[src/rtl/exec_pkg.sv]
// Shared execute-stage types for the multiply stall controller: FSM states,
// multiply opcodes and the registered product-select encoding.
package exec_pkg;

  typedef enum logic [1:0] {
    IDLE  = 2'd0,
    ISSUE = 2'd1,
    WAIT  = 2'd2,
    DONE  = 2'd3
  } state_e;

  localparam logic [5:0] MULT_OP  = 6'h0e;
  localparam logic [5:0] MULTU_OP = 6'h16;

  typedef enum logic [1:0] {
    KIND_NONE     = 2'b00,
    KIND_SIGNED   = 2'b01,
    KIND_UNSIGNED = 2'b10
  } mult_kind_e;

endpackage

[src/rtl/mult_decode.sv]
// Combinational multiply-op decode: flags a valid MULT/MULTU and gives its product kind.
module mult_decode
  import exec_pkg::*;
(
  input  logic       instr_valid_i,
  input  logic [5:0] alu_ctr_i,
  output logic       is_mult_o,
  output mult_kind_e kind_o
);

  always_comb begin
    kind_o = KIND_NONE;
    if (instr_valid_i) begin
      if (alu_ctr_i == MULT_OP)       kind_o = KIND_SIGNED;
      else if (alu_ctr_i == MULTU_OP) kind_o = KIND_UNSIGNED;
    end
  end

  assign is_mult_o = (kind_o != KIND_NONE);

endmodule

[src/rtl/mult_stall_ctrl.sv]
// Multiply stall controller: stalls fetch while a multiply runs, pulses the start and
// result write-back. Define MULT_TIMEOUT_EN to force completion after MULT_TIMEOUT WAIT cycles.
module mult_stall_ctrl
  import exec_pkg::*;
#(
  parameter int unsigned MULT_TIMEOUT = 40
) (
  input  logic       clk,
  input  logic       reset,
  input  logic       instr_valid,
  input  logic [5:0] ALU_ctr,
  input  logic       mult_done,
  output logic       doMult,
  output logic       pc_en,
  output logic       result_we,
  output logic [1:0] mult_kind,
  output logic       busy,
  output logic       timeout_err
);

  state_e     state_q, state_d;
  logic [7:0] cnt_q, cnt_d;
  mult_kind_e kind_q, kind_d;
  logic       is_mult;
  mult_kind_e dec_kind;
  logic       do_mult_c, pc_en_c, we_c;
  logic       tout_set;

  mult_decode u_dec (
    .instr_valid_i (instr_valid),
    .alu_ctr_i     (ALU_ctr),
    .is_mult_o     (is_mult),
    .kind_o        (dec_kind)
  );

`ifdef MULT_TIMEOUT_EN
  localparam logic [7:0] TO_LAST = 8'(MULT_TIMEOUT - 1);
  logic timeout_hit;
  assign timeout_hit = (cnt_q == TO_LAST);
`else
  logic timeout_hit;
  assign timeout_hit = 1'b0;
`endif

  always_comb begin
    state_d   = state_q;
    cnt_d     = cnt_q;
    kind_d    = kind_q;
    tout_set  = 1'b0;
    do_mult_c = 1'b0;
    pc_en_c   = 1'b1;
    we_c      = 1'b0;
    case (state_q)
      IDLE: begin
        if (is_mult) begin
          pc_en_c = 1'b0;
          kind_d  = dec_kind;
          state_d = ISSUE;
        end else begin
          we_c = instr_valid;
        end
      end
      ISSUE: begin
        do_mult_c = 1'b1;
        pc_en_c   = 1'b0;
        cnt_d     = 8'd0;
        state_d   = WAIT;
      end
      WAIT: begin
        pc_en_c = 1'b0;
        cnt_d   = (cnt_q == 8'hff) ? cnt_q : cnt_q + 8'd1;
        // A real completion in the timeout cycle wins and leaves the flag alone.
        if (mult_done) begin
          state_d = DONE;
        end else if (timeout_hit) begin
          state_d  = DONE;
          tout_set = 1'b1;
        end
      end
      DONE: begin
        we_c    = 1'b1;
        kind_d  = KIND_NONE;
        state_d = IDLE;
      end
      default: state_d = IDLE;
    endcase
  end

  always_ff @(posedge clk or negedge reset) begin
    if (!reset) begin
      state_q <= IDLE;
      cnt_q   <= 8'd0;
      kind_q  <= KIND_NONE;
    end else begin
      state_q <= state_d;
      cnt_q   <= cnt_d;
      kind_q  <= kind_d;
    end
  end

`ifdef MULT_TIMEOUT_EN
  logic tout_q;
  always_ff @(posedge clk or negedge reset) begin
    if (!reset)        tout_q <= 1'b0;
    else if (tout_set) tout_q <= 1'b1;
  end
  assign timeout_err = tout_q;
`else
  logic unused_tout;
  assign unused_tout = tout_set;
  assign timeout_err = 1'b0;
`endif

  // While reset is held the decode path must not stall fetch or write back.
  assign doMult    = reset & do_mult_c;
  assign pc_en     = ~reset | pc_en_c;
  assign result_we = reset & we_c;
  assign busy      = (state_q != IDLE);
  assign mult_kind = kind_q;

endmodule

[config.mk]
export PLATFORM = sky130hd
export DESIGN_NAME = mult_stall_ctrl
export DESIGN_NICKNAME = d
export VERILOG_FILES = /design/src/rtl/exec_pkg.sv /design/src/rtl/mult_decode.sv /design/src/rtl/mult_stall_ctrl.sv
export SDC_FILE = /design/constraint.sdc
export NUM_CORES = 1
export LEC_CHECK = 0
export CAP_MARGIN = 25
export CORE_AREA = 2 2 39 41
export CTS_CLUSTER_DIAMETER = 150
export CTS_CLUSTER_SIZE = 20
export DETAILED_ROUTE_END_ITERATION = 7
export DIE_AREA = 0 0 41 43
export PLACE_DENSITY = 0.72
export SETUP_SLACK_MARGIN = 0.2
export SYNTH_ARGS = -nofsm -noshare
export SYNTH_HDL_FRONTEND = slang
export SYNTH_SLANG_ARGS = --single-unit
[constraint.sdc]
create_clock -name clk -period 1.55 [get_ports clk]
set_input_delay 0.2325 -clock clk [delete_from_list [all_inputs] [get_ports clk]]
set_output_delay 0.2325 -clock clk [all_outputs]
set_load 0.005 [all_outputs]
==> run summary, run 1 <==
Mapped Cells = 53
Final Cycle Share = 103%
Status = finished, violations left
Hold Vio Cnt, Final = 0
Number of distinct library cells after synthesis = 28
Critical Path AT = 1.72 ns
H-tree levels = 1
Crit Path Category = flip-flop to flip-flop
Detailed Route Iter0 Violations = 7
Sw Pwr = 679 µW
CTS root buf = clkbuf_4
Routed Antenna Nets = 0
Final core utilization = 66.4%
GRT Total Usage = 21.4%
Commonest cells after routing, fill and taps aside = 21 x buf_4, 6 x nand2_1, 6 x dlygate4sd2_1
Fmax = 624 MHz
Max Buffers Root-to-Sink = 2
Commonest non-fill, non-tap cell in the layout = buf_4
Yosys reg bits = 4
Filler Cells Inserted = 121
Clock-pin transition on the worst setup and hold timing paths = 0.05 ns
Largest net degree at the start of global routing = 7
Total core area = 1380 µm²
Reg power frac = 10.9%
Sequential fraction of the synthesis area = 21.9%
Max Slew Vio Count = 0
First-pass GRT wire length = 2.44 mm
Post-synth top flop = dfrtp_1
Unrepaired setup endpoints after global routing = true
Internal cell power = 1.05 mW
Syn. warnings = 0
DP Worst Slack = -0.396 ns
Syn Nets = 68
Multi-input logic area = 444 µm²
Residual DRC = 0
I/O pin count = 17
Cts bufs inserted = 3
Tot Pwr = 1.73 mW
Die area = 1760 µm²
Comb pwr share = 80.8%
Sw Ratio = 39.3%
Crit path launch type = flip-flop
Global route overflow = 0
# diodes = 0
Die Ht = 43 µm
Vias in the first global route = 559
HPWL after DPL = 997 µm
Worst VDD drop = 1.18 mV
Final setup violation count = 3
Area Overhead vs Synth = 101%
Port bufs = 15
GP Congestion = 0.793
Total vias in the final route = 572
1st-pass router iterations = 4
Register area = 100 µm²
Critical Path RT = 1.66 ns
Async SR Flop Fraction = 100%
Num Clock Sinks = 4
CTS tree = done
Drt via density = 5.20
Initial antenna violation count = 0
Initial Util = 33.0%
Die Width = 41 µm
Final WL = 1.54 mm
Pleak = 0.414 nW
Mean Syn Cell Area = 8.62 µm²
Fin Clk Skew = 0.0152 ns
Clock Power Share = 8.3%
Post-synth EDFFs = 0
Final nets = 111
CP Max Fanout = 4
Post-route setup slack = -0.0528 ns
Row count = 14
Tmin final = 1.60 ns
Ratio of cells with drive above 1 in the final layout = 56.4%
Worst Hold Class = input pin to asynchronous set/reset pin
CP endpoint kind = flip-flop
Mapped Area = 457 µm²
Wire length per cell = 14.0 µm
Clock Latency Late Sink = 0.26 ns
Failing checks = setup timing
PD cells = 1880 nW/µm²
Max_cap viols = 0
## kinds of logic (layout without fill, tap and decap cells)
kind of cell             count (synthesis)  in the layout  synth area share [%]
AO/OA/AOI/OAI                           10             10                  17.3
XOR/XNOR                                 2              2                  5.48
adder cells (fa/ha/maj)                  5              5                  13.7
buffers and inverters                    4             45                  4.11
flip-flops                               4              4                  21.9
other                                    1              1                 0.821
AND/OR/NAND/NOR                         27             27                  36.7
## sequential cells by signal, summed over array words and instances, names as in the netlist
| register | flops |
|---|---|
| mult_kind | 2 |
| state_q | 2 |
## routing by layer
metal,global-route usage [%],wire length (µm)
met2,33.8,829
met5,0,0
met3,7.85,90
met4,10.0,26
met1,24.2,589
## per-stage QoR
stage	hold slack (ns)	cell area, µm²	setup TNS (ns)	instances
after floorplan	-0.0631	469	0	53
after global placement	0.537	759	-0.916	100
after detailed placement	0.542	759	-0.944	100
after CTS	0.321	882	-0.0539	108
after global routing	0.321	918	-0.341	110
final	0.315	918	-0.135	110
## path summary, 6_finish.rpt
| check | from | end | slack [ns] | depth (start not counted) |
|---|---|---|---|---|
| hold reg to reg | mult_kind[0] | mult_kind[0] | 0.62 | 3 |
| setup reg to reg | state_q[0] | state_q[1] | -0.05 | 8 |
| setup / recovery | state_q[0] | state_q[1] | -0.05 | 8 |
| min in group clk | ALU_ctr[2] | state_q[0] | 0.57 | 4 |
| hold / removal | reset | state_q[0] | 0.32 | 2 |
| max in group asynchronous | reset | mult_kind[0] | 1.10 | 2 |
## area by class of cell
class / instances / area share (%)
Timing Repair Buffer: 39 / 34.9
Tap cell: 16 / 2.18
Clock buffer: 3 / 2.45
Sequential cell: 4 / 10.9
Multi-Input combinational cell: 45 / 48.4
Inverter: 3 / 1.23
## cells in the mapped netlist (2+ instances only)
library cell	number	share of area (%)
ha_1	5	14
dfrtp_1	4	22
inv_1	3	2.5
nand3_1	2	2.2
o21ai_0	3	3.3
and2_1	2	2.7
nand2b_1	2	2.7
nand2_1	6	4.9
nand4b_1	2	3.8
and3b_1	2	3.8
nor2b_1	3	4.1
o211ai_1	3	4.9
## worst max-delay path, cell delays in order (launching register included)
cell	delay, ns
dfrtp_1	0.36
inv_2	0.06
buf_4	0.13
buf_4	0.12
buf_6	0.12
ha_4	0.17
and3b_1	0.17
a221oi_2	0.19
o211ai_1	0.15
## timing repair
action / CTS / global route
pin swaps: 14 / 5
gates cloned: 0 / 0
resized for setup: 38 / 8
hold buffers: 0 / 0
setup endpoints to repair: 9 / 9
buffers inserted: 5 / 2
## power groups by stage
stage / clock [mW] / sequential [mW] / combinational [mW]
finish: 0.143 / 0.189 / 1.39
global route: 0.156 / 0.193 / 1.50
CTS: 0.135 / 0.189 / 1.29
floorplan: 0 / 0.206 / 0.476
global placement: 0 / 0.192 / 0.957
detailed placement: 0 / 0.194 / 0.974
Power figures use the tool's default switching activity.
==> run 2, diff against run 1 <==
--- a/config.mk
+++ b/config.mk
@@ -6,11 +6,11 @@
 export NUM_CORES = 1
 export LEC_CHECK = 0
 export CAP_MARGIN = 25
-export CORE_AREA = 2 2 39 41
+export CORE_AREA = 4 4 41 43
 export CTS_CLUSTER_DIAMETER = 150
 export CTS_CLUSTER_SIZE = 20
 export DETAILED_ROUTE_END_ITERATION = 7
-export DIE_AREA = 0 0 41 43
+export DIE_AREA = 0 0 45 47
 export PLACE_DENSITY = 0.72
 export SETUP_SLACK_MARGIN = 0.2
 export SYNTH_ARGS = -nofsm -noshare
==> constraint.sdc (replaced) <==
create_clock -name clk -period 1.9 [get_ports clk]
set_input_delay 0.285 -clock clk [delete_from_list [all_inputs] [get_ports clk]]
set_output_delay 0.285 -clock clk [all_outputs]
set_load 0.005 [all_outputs]
==> run summary, run 2 (same netlist as run 1, synthesis figures left out) <==
Status = finished clean
Largest net degree at the start of global routing = 7
First-pass GRT wire length = 2.22 mm
Commonest non-fill, non-tap cell in the layout = buf_4
Critical Path AT = 1.36 ns
Total core area = 1300 µm²
Wire length per cell = 13.0 µm
HPWL after DPL = 1.01 mm
Dpl cells = 99
Reg2Reg Depth = 5
Reg power frac = 15.4%
CTS tree = done
Clock Power Share = 9.6%
Tmin final = 1.65 ns
Pleak = 0.407 nW
Commonest cells after routing, fill and taps aside = 21 x buf_4, 6 x nand2_1, 5 x clkdlybuf4s50_1
Non-Filler Instances = 106
Critical Path Source = ALU_ctr[5]
Final Cycle Share = 86.8%
Worst VDD drop = 0.670 mV
H-tree levels = 1
1st-pass router iterations = 4
FF-to-FF End = mult_kind[0]
Crit Path Category = input pin to primary output
Total vias in the final route = 531
Setup TNS = 0 ns
Vias in the first global route = 559
Fin area = 835 µm²
Drt via density = 5.01
Max_cap viols = 0
Cts bufs inserted = 3
Area Overhead vs Synth = 82.7%
Row count = 13
Max Buffers Root-to-Sink = 2
CP endpoint kind = primary output
Detailed Route Iter0 Violations = 13
Internal cell power = 631 µW
R2r startpoint = state_q[0]
Clock-pin transition on the worst setup and hold timing paths = 0.04 ns
Fmax = 606 MHz
Final hold slack = 0.356 ns
Sw Ratio = 38.8%
I/O pin count = 17
GP Congestion = 0.831
Clock Latency Late Sink = 0.23 ns
CP Max Fanout = 3
Hold Vio Cnt, Final = 0
Final WL = 1.38 mm
Unrepaired setup endpoints after global routing = true
Port bufs = 15
Post-CTS Hold Fix Bufs = 0
Global route overflow = 0
Setup crit end = pc_en
Residual DRC = 0
# diodes = 0
Num Clock Sinks = 4
Comb pwr share = 75.0%
Initial Util = 35.1%
Final nets = 108
Final setup violation count = 0
Fin Clk Skew = 0.00127 ns
Tot Pwr = 1.03 mW
Die Ht = 47 µm
Die area = 2120 µm²
GRT Total Usage = 14.5%
Routed Antenna Nets = 0
Max Slew Vio Count = 0
Die Width = 45 µm
PD cells = 1240 nW/µm²
Worst Hold Class = input pin to asynchronous set/reset pin
Sw Pwr = 400 µW
Initial antenna violation count = 0
Worst R2R Setup Slack = 0.35 ns
CTS root buf = clkbuf_4
Critical Path RT = 1.62 ns
Ratio of cells with drive above 1 in the final layout = 41.8%
Crit path launch type = input pin
Placed cell areas = 746 µm²
[run 2: cell count changes in the layout (fill, tap and decap cells not counted), moves of 2 or more]
cell,before,now
buf_2,3,1
buf_6,4,0
dlygate4sd2_1,6,4
dlymetal6s2s_1,0,4
ha_1,1,4
ha_4,3,1
[run 2: metal layers]
layer | vias to the layer above | wire length, µm | GRT usage [%]
met1 | 248 | 548 | 15.3
met5 | - | 0 | 0
met3 | 2 | 69 | 3.45
li1 | 266 | - | -
met2 | 15 | 757 | 28.8
met4 | 0 | 7 | 3.51
[run 2: repair_timing]
action / in CTS / in global routing
resized for setup: 16 / 11
buffers inserted: 4 / 0
endpoints found under the hold margin: 0 / 0
pin swaps: 5 / 2
endpoints found under the setup margin: 4 / 3
[run 2: per-stage QoR]
stage,worst slack (ns),utilization (%)
detailed placement,-0.202,57.3
CTS,0.0867,61.9
global placement,-0.177,57.3
finish,0.251,64.1
floorplan,0.403,-
global route,0.131,64.1
[run 2: how the worst min path moves through the flow]
stage,startpoint,cells past startpoint,slack (ns),endpoint
after detailed placement,mult_kind[1],2,0.53,mult_kind[1]
after global placement,mult_kind[0],2,0.53,mult_kind[0]
after floorplan,reset,0,-0.01,mult_kind[0]
after global routing,reset,2,0.35,state_q[0]
final,reset,2,0.36,state_q[0]
after CTS,reset,2,0.35,state_q[1]
[run 2: power groups by stage]
stage	Combinational, mW	Sequential [mW]	Clock (mW)
after global placement	0.716	0.152	0
after CTS	0.754	0.157	0.105
after detailed placement	0.718	0.153	0
after global routing	0.840	0.165	0.119
after floorplan	0.344	0.164	0
final	0.773	0.159	0.0993
[run 2: critical path, cell delays in order]
cell	delay, ns
clkdlybuf4s50_1	0.42
nand2b_4	0.17
nor4_4	0.26
o21ai_1	0.10
buf_2	0.13
[run 2: final cells by class]
cell class / count / area (µm²)
flip-flops and latches: 4 / 100
well taps: 15 / 18.8
clock buffers: 3 / 22.5
inverters: 3 / 11.3
multi-input cells: 45 / 379
repair buffers: 36 / 303
fillers: 121 / 467
==> run 3, diff against run 2 <==
--- a/config.mk
+++ b/config.mk
@@ -11,6 +11,7 @@
 export CTS_CLUSTER_SIZE = 20
 export DETAILED_ROUTE_END_ITERATION = 7
 export DIE_AREA = 0 0 45 47
+export HOLD_SLACK_MARGIN = 0.08
 export PLACE_DENSITY = 0.72
 export SETUP_SLACK_MARGIN = 0.2
 export SYNTH_ARGS = -nofsm -noshare
==> results of run 3 <==
The final DEF is identical to that of run 2; final timing and power are the same.
